==> config.mk <==
export PLATFORM = sky130hd
export DESIGN_NAME = fetch_stage_flat
export DESIGN_NICKNAME = d
export VERILOG_FILES = /design/src/rtl/cpu_pkg.sv /design/src/rtl/fetch_stage_if.sv /design/src/rtl/if_id_reg.sv /design/src/rtl/fetch_stage.sv /design/src/flat_wrapper.sv
export SDC_FILE = /design/constraint.sdc
export NUM_CORES = 1
export LEC_CHECK = 0
export ABC_AREA = 1
export CAP_MARGIN = 10
export CORE_MARGIN = 2
export CORE_UTILIZATION = 25
export CTS_CLUSTER_DIAMETER = 50
export DETAILED_ROUTE_END_ITERATION = 8
export PLACE_DENSITY = 0.54
export SKIP_CTS_REPAIR_TIMING = 1
export SLEW_MARGIN = 20
export SYNTH_ARGS = -nofsm -noshare
export SYNTH_HDL_FRONTEND = slang
export SYNTH_SLANG_ARGS = --single-unit
==> constraint.sdc <==
create_clock -name clk -period 1.7 [get_ports clk]
set_clock_uncertainty 0.2 [all_clocks]
set_input_delay 0.425 -clock clk [delete_from_list [all_inputs] [get_ports clk]]
set_output_delay 0.425 -clock clk [all_outputs]
set_load 0.02 [all_outputs]
==> src/rtl/cpu_pkg.sv <==
// Shared CPU types and constants used by the fetch stage and its IF/ID register.
//   word_t        : 32-bit instruction word / byte address
//   fetch_state_e : fetch FSM states
//   NOP_INSTR     : bubble instruction loaded into IF/ID
//   pc_inc        : sequential next-PC (modulo 2^32)
package cpu_pkg;

    localparam int unsigned XLEN = 32;

    typedef logic [XLEN-1:0] word_t;

    localparam word_t NOP_INSTR = 32'h0;

    // REQ: request outstanding, HOLD: returned word buffered under stall,
    // DROP: redirect arrived before ack, return will be discarded.
    typedef enum logic [1:0] {
        REQ  = 2'd0,
        HOLD = 2'd1,
        DROP = 2'd2
    } fetch_state_e;

    function automatic word_t pc_inc(input word_t pc);
        return pc + word_t'(4);
    endfunction

endpackage

==> src/rtl/fetch_stage_if.sv <==
// Instruction-memory request/acknowledge port.
//   imem_req   : fetch request, held with stable imem_addr until imem_ack
//   imem_addr  : fetch address
//   imem_ack   : imem_rdata valid this cycle (may coincide with the request)
//   imem_rdata : fetched instruction
// master = fetch stage side, slave = memory side.
interface fetch_stage_if;

    logic          imem_req;
    cpu_pkg::word_t imem_addr;
    logic          imem_ack;
    cpu_pkg::word_t imem_rdata;

    modport master (
        output imem_req,
        output imem_addr,
        input  imem_ack,
        input  imem_rdata
    );

    modport slave (
        input  imem_req,
        input  imem_addr,
        output imem_ack,
        output imem_rdata
    );

endinterface

==> src/rtl/if_id_reg.sv <==
// IF/ID pipeline register with write-enable and synchronous bubble load.
//   clk, rst_n    : clock, synchronous active-low reset
//   load_i        : capture instr_i/pc_plus4_i as a valid instruction
//   bubble_i      : load a NOP bubble (takes priority over load_i)
//   instr_i       : instruction to capture
//   pc_plus4_i    : address of instr_i + 4
//   instr_o, pc_plus4_o, valid_o : registered IF/ID contents
module if_id_reg
    import cpu_pkg::*;
(
    input  logic  clk,
    input  logic  rst_n,
    input  logic  load_i,
    input  logic  bubble_i,
    input  word_t instr_i,
    input  word_t pc_plus4_i,
    output word_t instr_o,
    output word_t pc_plus4_o,
    output logic  valid_o
);

    word_t instr_q;
    word_t pc_plus4_q;
    logic  valid_q;

    // IF/ID storage
    always_ff @(posedge clk) begin
        if (!rst_n) begin
            instr_q    <= NOP_INSTR;
            pc_plus4_q <= '0;
            valid_q    <= 1'b0;
        end else if (bubble_i) begin
            instr_q    <= NOP_INSTR;
            pc_plus4_q <= '0;
            valid_q    <= 1'b0;
        end else if (load_i) begin
            instr_q    <= instr_i;
            pc_plus4_q <= pc_plus4_i;
            valid_q    <= 1'b1;
        end
    end

    assign instr_o    = instr_q;
    assign pc_plus4_o = pc_plus4_q;
    assign valid_o    = valid_q;

endmodule

==> src/rtl/fetch_stage.sv <==
// Instruction-fetch stage: owns the PC, drives the instruction-memory port and
// loads IF/ID, honouring hazard-unit stalls and ID-stage redirects without
// losing or duplicating instructions.
//   clk, rst_n     : clock, synchronous active-low reset
//   pc_write       : PC update enable (hazard unit PCWrite)
//   if_id_write    : IF/ID write enable (hazard unit IF_ID_Write)
//   flush          : taken branch/jump resolved in ID this cycle
//   redirect_pc    : target address, valid with flush
//   imem           : instruction-memory port (master)
//   if_id_instr    : IF/ID instruction (NOP when bubble)
//   if_id_pc_plus4 : address of if_id_instr + 4
//   if_id_valid    : IF/ID holds a real instruction
//   fetch_busy     : request outstanding and not acknowledged this cycle
module fetch_stage
    import cpu_pkg::*;
#(
    parameter word_t RESET_PC = 32'h0000_0000
) (
    input  logic          clk,
    input  logic          rst_n,
    input  logic          pc_write,
    input  logic          if_id_write,
    input  logic          flush,
    input  word_t         redirect_pc,
    fetch_stage_if.master imem,
    output word_t         if_id_instr,
    output word_t         if_id_pc_plus4,
    output logic          if_id_valid,
    output logic          fetch_busy
);

    fetch_state_e state_q, state_d;
    word_t        pc_q, pc_d;
    word_t        buf_q, buf_d;
    word_t        pend_q, pend_d;

    logic  advance;
    logic  flush_eff;
    logic  ack;
    logic  ifid_load;
    logic  ifid_bubble;
    word_t ifid_instr;
    word_t pc_plus4;

    // A stalled ID stage has not resolved its branch, so flush needs if_id_write.
    assign advance   = pc_write & if_id_write;
    assign flush_eff = flush & if_id_write;
    assign ack       = imem.imem_ack;
    assign pc_plus4  = pc_inc(pc_q);

    // Next-state, PC, buffer and IF/ID control
    always_comb begin
        state_d     = state_q;
        pc_d        = pc_q;
        buf_d       = buf_q;
        pend_d      = pend_q;
        ifid_load   = 1'b0;
        ifid_bubble = 1'b0;
        ifid_instr  = imem.imem_rdata;

        case (state_q)
            REQ: begin
                if (flush_eff) begin
                    ifid_bubble = 1'b1;
                    if (ack) begin
                        pc_d = redirect_pc;
                    end else begin
                        // Address must stay stable until ack; remember target.
                        pend_d  = redirect_pc;
                        state_d = DROP;
                    end
                end else if (ack) begin
                    if (advance) begin
                        ifid_load = 1'b1;
                        pc_d      = pc_plus4;
                    end else begin
                        buf_d   = imem.imem_rdata;
                        state_d = HOLD;
                    end
                end else if (if_id_write) begin
                    ifid_bubble = 1'b1;
                end
            end

            HOLD: begin
                if (flush_eff) begin
                    ifid_bubble = 1'b1;
                    pc_d        = redirect_pc;
                    state_d     = REQ;
                end else if (advance) begin
                    ifid_load  = 1'b1;
                    ifid_instr = buf_q;
                    pc_d       = pc_plus4;
                    state_d    = REQ;
                end
            end

            DROP: begin
                ifid_bubble = if_id_write;
                if (flush_eff) begin
                    pend_d = redirect_pc;
                end
                if (ack) begin
                    // Latest target wins, including one arriving with the ack.
                    pc_d    = flush_eff ? redirect_pc : pend_q;
                    state_d = REQ;
                end
            end

            default: begin
                state_d = REQ;
            end
        endcase
    end

    // State, PC, buffer and pending-target registers
    always_ff @(posedge clk) begin
        if (!rst_n) begin
            state_q <= REQ;
            pc_q    <= RESET_PC;
            buf_q   <= '0;
            pend_q  <= '0;
        end else begin
            state_q <= state_d;
            pc_q    <= pc_d;
            buf_q   <= buf_d;
            pend_q  <= pend_d;
        end
    end

    assign imem.imem_req  = rst_n & (state_q != HOLD);
    assign imem.imem_addr = pc_q;
    assign fetch_busy     = imem.imem_req & ~imem.imem_ack;

    if_id_reg u_if_id_reg (
        .clk        (clk),
        .rst_n      (rst_n),
        .load_i     (ifid_load),
        .bubble_i   (ifid_bubble),
        .instr_i    (ifid_instr),
        .pc_plus4_i (pc_plus4),
        .instr_o    (if_id_instr),
        .pc_plus4_o (if_id_pc_plus4),
        .valid_o    (if_id_valid)
    );

endmodule

==> src/flat_wrapper.sv <==
// flat-port wrapper written by rule: the top's interface ports become plain ports
module fetch_stage_flat import cpu_pkg::*;
#(
    parameter word_t RESET_PC = 32'h0000_0000
)
  (clk, rst_n, pc_write, if_id_write, flush, redirect_pc, if_id_instr, if_id_pc_plus4, if_id_valid, fetch_busy, imem_imem_req, imem_imem_addr, imem_imem_ack, imem_imem_rdata);
  fetch_stage_if imem_i ();
  input  logic clk;
  input  logic rst_n;
  input  logic pc_write;
  input  logic if_id_write;
  input  logic flush;
  input  word_t redirect_pc;
  output word_t if_id_instr;
  output word_t if_id_pc_plus4;
  output logic if_id_valid;
  output logic fetch_busy;
  output wire logic [$bits(imem_i.imem_req)-1:0] imem_imem_req;
  output wire logic [$bits(imem_i.imem_addr)-1:0] imem_imem_addr;
  input wire logic [$bits(imem_i.imem_ack)-1:0] imem_imem_ack;
  input wire logic [$bits(imem_i.imem_rdata)-1:0] imem_imem_rdata;
  assign imem_imem_req = imem_i.imem_req;
  assign imem_imem_addr = imem_i.imem_addr;
  assign imem_i.imem_ack = imem_imem_ack;
  assign imem_i.imem_rdata = imem_imem_rdata;
  fetch_stage #(.RESET_PC(RESET_PC)) u_core (.clk(clk), .rst_n(rst_n), .pc_write(pc_write), .if_id_write(if_id_write), .flush(flush), .redirect_pc(redirect_pc), .imem(imem_i), .if_id_instr(if_id_instr), .if_id_pc_plus4(if_id_pc_plus4), .if_id_valid(if_id_valid), .fetch_busy(fetch_busy));
endmodule
==> results_dict.tcl <==
set metrics [dict create \
    status "complete, but fails checks" \
    violations "negative setup slack" \
    hold_class "in2reg" \
    fin_nets 1637 \
    diodes 0 \
    required_ps 1860 \
    final_hold_viol_count 0 \
    p_leak_nw 6.838 \
    slew_headroom_pct 61.03 \
    clk_path_buf_depth 2 \
    critPathLaunchType "register" \
    post-route-period-util_pct 112.4 \
    cp-end-kind "register" \
    path_class "reg2reg" \
    die_area_mm2 0.03428 \
    wl_mm 37.88 \
    grtUsageTotal_pct 16.79 \
    top_level_ports 169 \
    cts_sinks 163 \
    fillerInstances 3203 \
    drt-initial-drc-count 915 \
    ir_worst_vdd_mv 0.7041 \
    layout-drive-gt1-share_pct 37.11 \
    synth_area_leaders "dfxtp_1 40%, nand2_1 15%, o21ai_0 12%" \
    rsz0062_at_grt "yes" \
    setup_slack_ps -210.4 \
    firstDrtPassIters 5 \
    synthDistinctLibCells 35 \
    routedWlPerCell_um 18.74 \
    rrSetupSlack_ps -210 \
    synth-seq-cells 163 \
    synth_cells 1219 \
    grt_max_degree 86 \
    final_util_pct 44.93 \
    cts_tree "done" \
    grt_antenna_before_repair 0 \
    hold_slack_ps 196.2 \
    yosysTopAreaCell "dfxtp_1" \
    path_max_fanout 5 \
    synth_nets 1290 \
    area_delta_synth_final_pct 77.78 \
    setup_viol 91 \
    grt.overflow.total 0 \
    place_ws_ps -649.1 \
    maxSlewViolCount 0 \
    worstPathArrival_ps 2070 \
    ctsHtreeMaxLevel 4 \
    ys_seq_area_share_pct 39.78 \
    period_needed_ps 1910 \
    drc 0 \
    cap_viol_max_count 0 \
    vias_per_cell 4.924 \
    fp-row-count 66 \
    numCtsBuffers 17 \
    die_h_um 185.1 \
    coreArea_mm2 0.03245 \
    fmax_mhz 523.4 \
    vias 9951 \
    p_per_area_mw_per_mm2 766.9 \
    clkTransAtPathRegs_ps 80 \
    avgSynthCellArea_um2 6.729 \
    gp_congestion 0.8608 \
    ant_nets 0 \
    fin_setup_tns_ps -6693 \
    tightest_slew_ps 584.5 \
    synth_area_mm2 0.008203 \
    clock_latency_ps 440 \
    hpwl_mm 20.38 \
    yosys.area.top_type_share_pct 39.78 \
    grt_pass1_wl_mm 45.00 \
    die_w_um 185.1 \
    yosys_warnings 0 \
    finalPower_mw 11.18 \
    cts_root_buffer "clkbuf_16" \
    grt_pass1_vias 8315 \
    io_buffers 168 \
    initial_core_util_pct 25.28 \
]
worst max-delay path, stage by stage (launching register included):
cell and delay (ps):
dfxtp_4 370, ha_4 160, nand2_4 60, nor2_4 150, nand2_4 120, nor2_4 240, nand3b_1 130, nand2_2 120
nand2_2 60, nand2_2 50, nand2_1 50, a21oi_1 130
routing by layer:
layer  wire length, um  share of wire, %  vias to the layer above  GRT usage (%)
met4              1087               2.9                        0          4.222
met1             15890                42                     4742          23.14
met3              2370               6.3                       66          2.536
met5                 0                 0                        -              0
li1                  -                 -                     4754              -
met2             18530                49                      389          27.39
per-stage QoR:
step / cell area [um^2] / std cells
after floorplan: 8270 / 1219
after global placement: 11560 / 1917
after detailed placement: 11560 / 1917
after CTS: 12170 / 1949
after global routing: 14580 / 2021
final: 14580 / 2021
worst paths after layout:
check                                         from                                     end  depth (start not counted)
max reg2reg  u_core.imem.imem_addr[3]$_SDFFE_PN0P_  u_core.imem.imem_addr[20]$_SDFFE_PN0P_                         11
min                                          rst_n          u_core.state_q[0]$_SDFFE_PN0P_                          4
max          u_core.imem.imem_addr[3]$_SDFFE_PN0P_  u_core.imem.imem_addr[20]$_SDFFE_PN0P_                         11
min reg2reg           u_core.buf_q[1]$_SDFFE_PN0P_            u_core.buf_q[1]$_SDFFE_PN0P_                          2
cells in the final DEF (no fill, tap or decap), types with 11 or more instances in the layout:
| master | Yosys | layout |
|---|---|---|
| buf_4 | 5 | 136 |
| clkbuf_16 | 0 | 40 |
| nor2_2 | 4 | 11 |
| clkdlybuf4s50_1 | 0 | 64 |
| a21oi_1 | 135 | 89 |
| buf_6 | 5 | 77 |
| a21oi_2 | 0 | 40 |
| inv_1 | 89 | 86 |
| buf_12 | 0 | 21 |
| nand2_4 | 0 | 15 |
| nor2_4 | 5 | 20 |
| dfxtp_4 | 0 | 15 |
| o21ai_0 | 190 | 106 |
| dfxtp_1 | 163 | 136 |
| o21bai_1 | 13 | 13 |
| clkbuf_2 | 1 | 28 |
| dlymetal6s2s_1 | 0 | 49 |
| nand2_2 | 5 | 43 |
| a31oi_1 | 49 | 48 |
| o21ai_2 | 0 | 56 |
| dfxtp_2 | 0 | 12 |
| nor2_1 | 68 | 46 |
| nand2_1 | 321 | 268 |
| o21ai_1 | 38 | 65 |
report_power, final:
group	total, mW	leakage (nW)	internal, mW	switching [mW]
combinational	2.81	5.20	1.31	1.50
clock	4.15	0.293	2.38	1.78
sequential	4.22	1.35	4.05	0.162
kinds of logic (layout without fill, tap and decap cells):
logic type / count (synthesis) / after routing / synth area share, %
simple gates: 425 / 425 / 20.74
buf+inv: 180 / 540 / 9.488
flops: 163 / 163 / 39.78
fa+ha+maj: 1 / 1 / 0.1525
compound gates: 435 / 435 / 28.23
xor+xnor: 15 / 15 / 1.602
layout make-up:
type | instances | area [um^2] | area share, %
Inverter | 96 | 411.6 | 2.823
Clock inverter | 13 | 168.9 | 1.158
Sequential cell | 163 | 3334 | 22.87
Clock buffer | 19 | 442.9 | 3.037
Multi-Input combinational cell | 876 | 5182 | 35.54
Tap cell | 442 | 553.0 | 3.792
Timing Repair inverter | 3 | 41.29 | 0.2831
Timing Repair Buffer | 409 | 4448 | 30.50
flip-flops by register name, summed over array words and instances, names as in the netlist:
signal	cells
u_core.buf_q	32
u_core.imem.imem_addr	32
u_core.pend_q	32
u_core.u_if_id_reg.instr_o	32
u_core.u_if_id_reg.pc_plus4_o	32
u_core.state_q	2
u_core.u_if_id_reg.valid_o	1
synth_stat cells (all sizes together):
library cell	instances
a41oi	1
xnor2	1
ha	1
nor3	2
o21bai	13
and2	2
o2111ai	1
nand4	1
nand2	326
xor2	14
a31oi	49
dfxtp	163
nand3b	6
inv	96
o21ai	230
a21oi	135
nand3	11
o211ai	3
nor2	77
buf	42
a211oi	1
clkbuf	42
o21a	2
(Power assumes the default switching activity.)
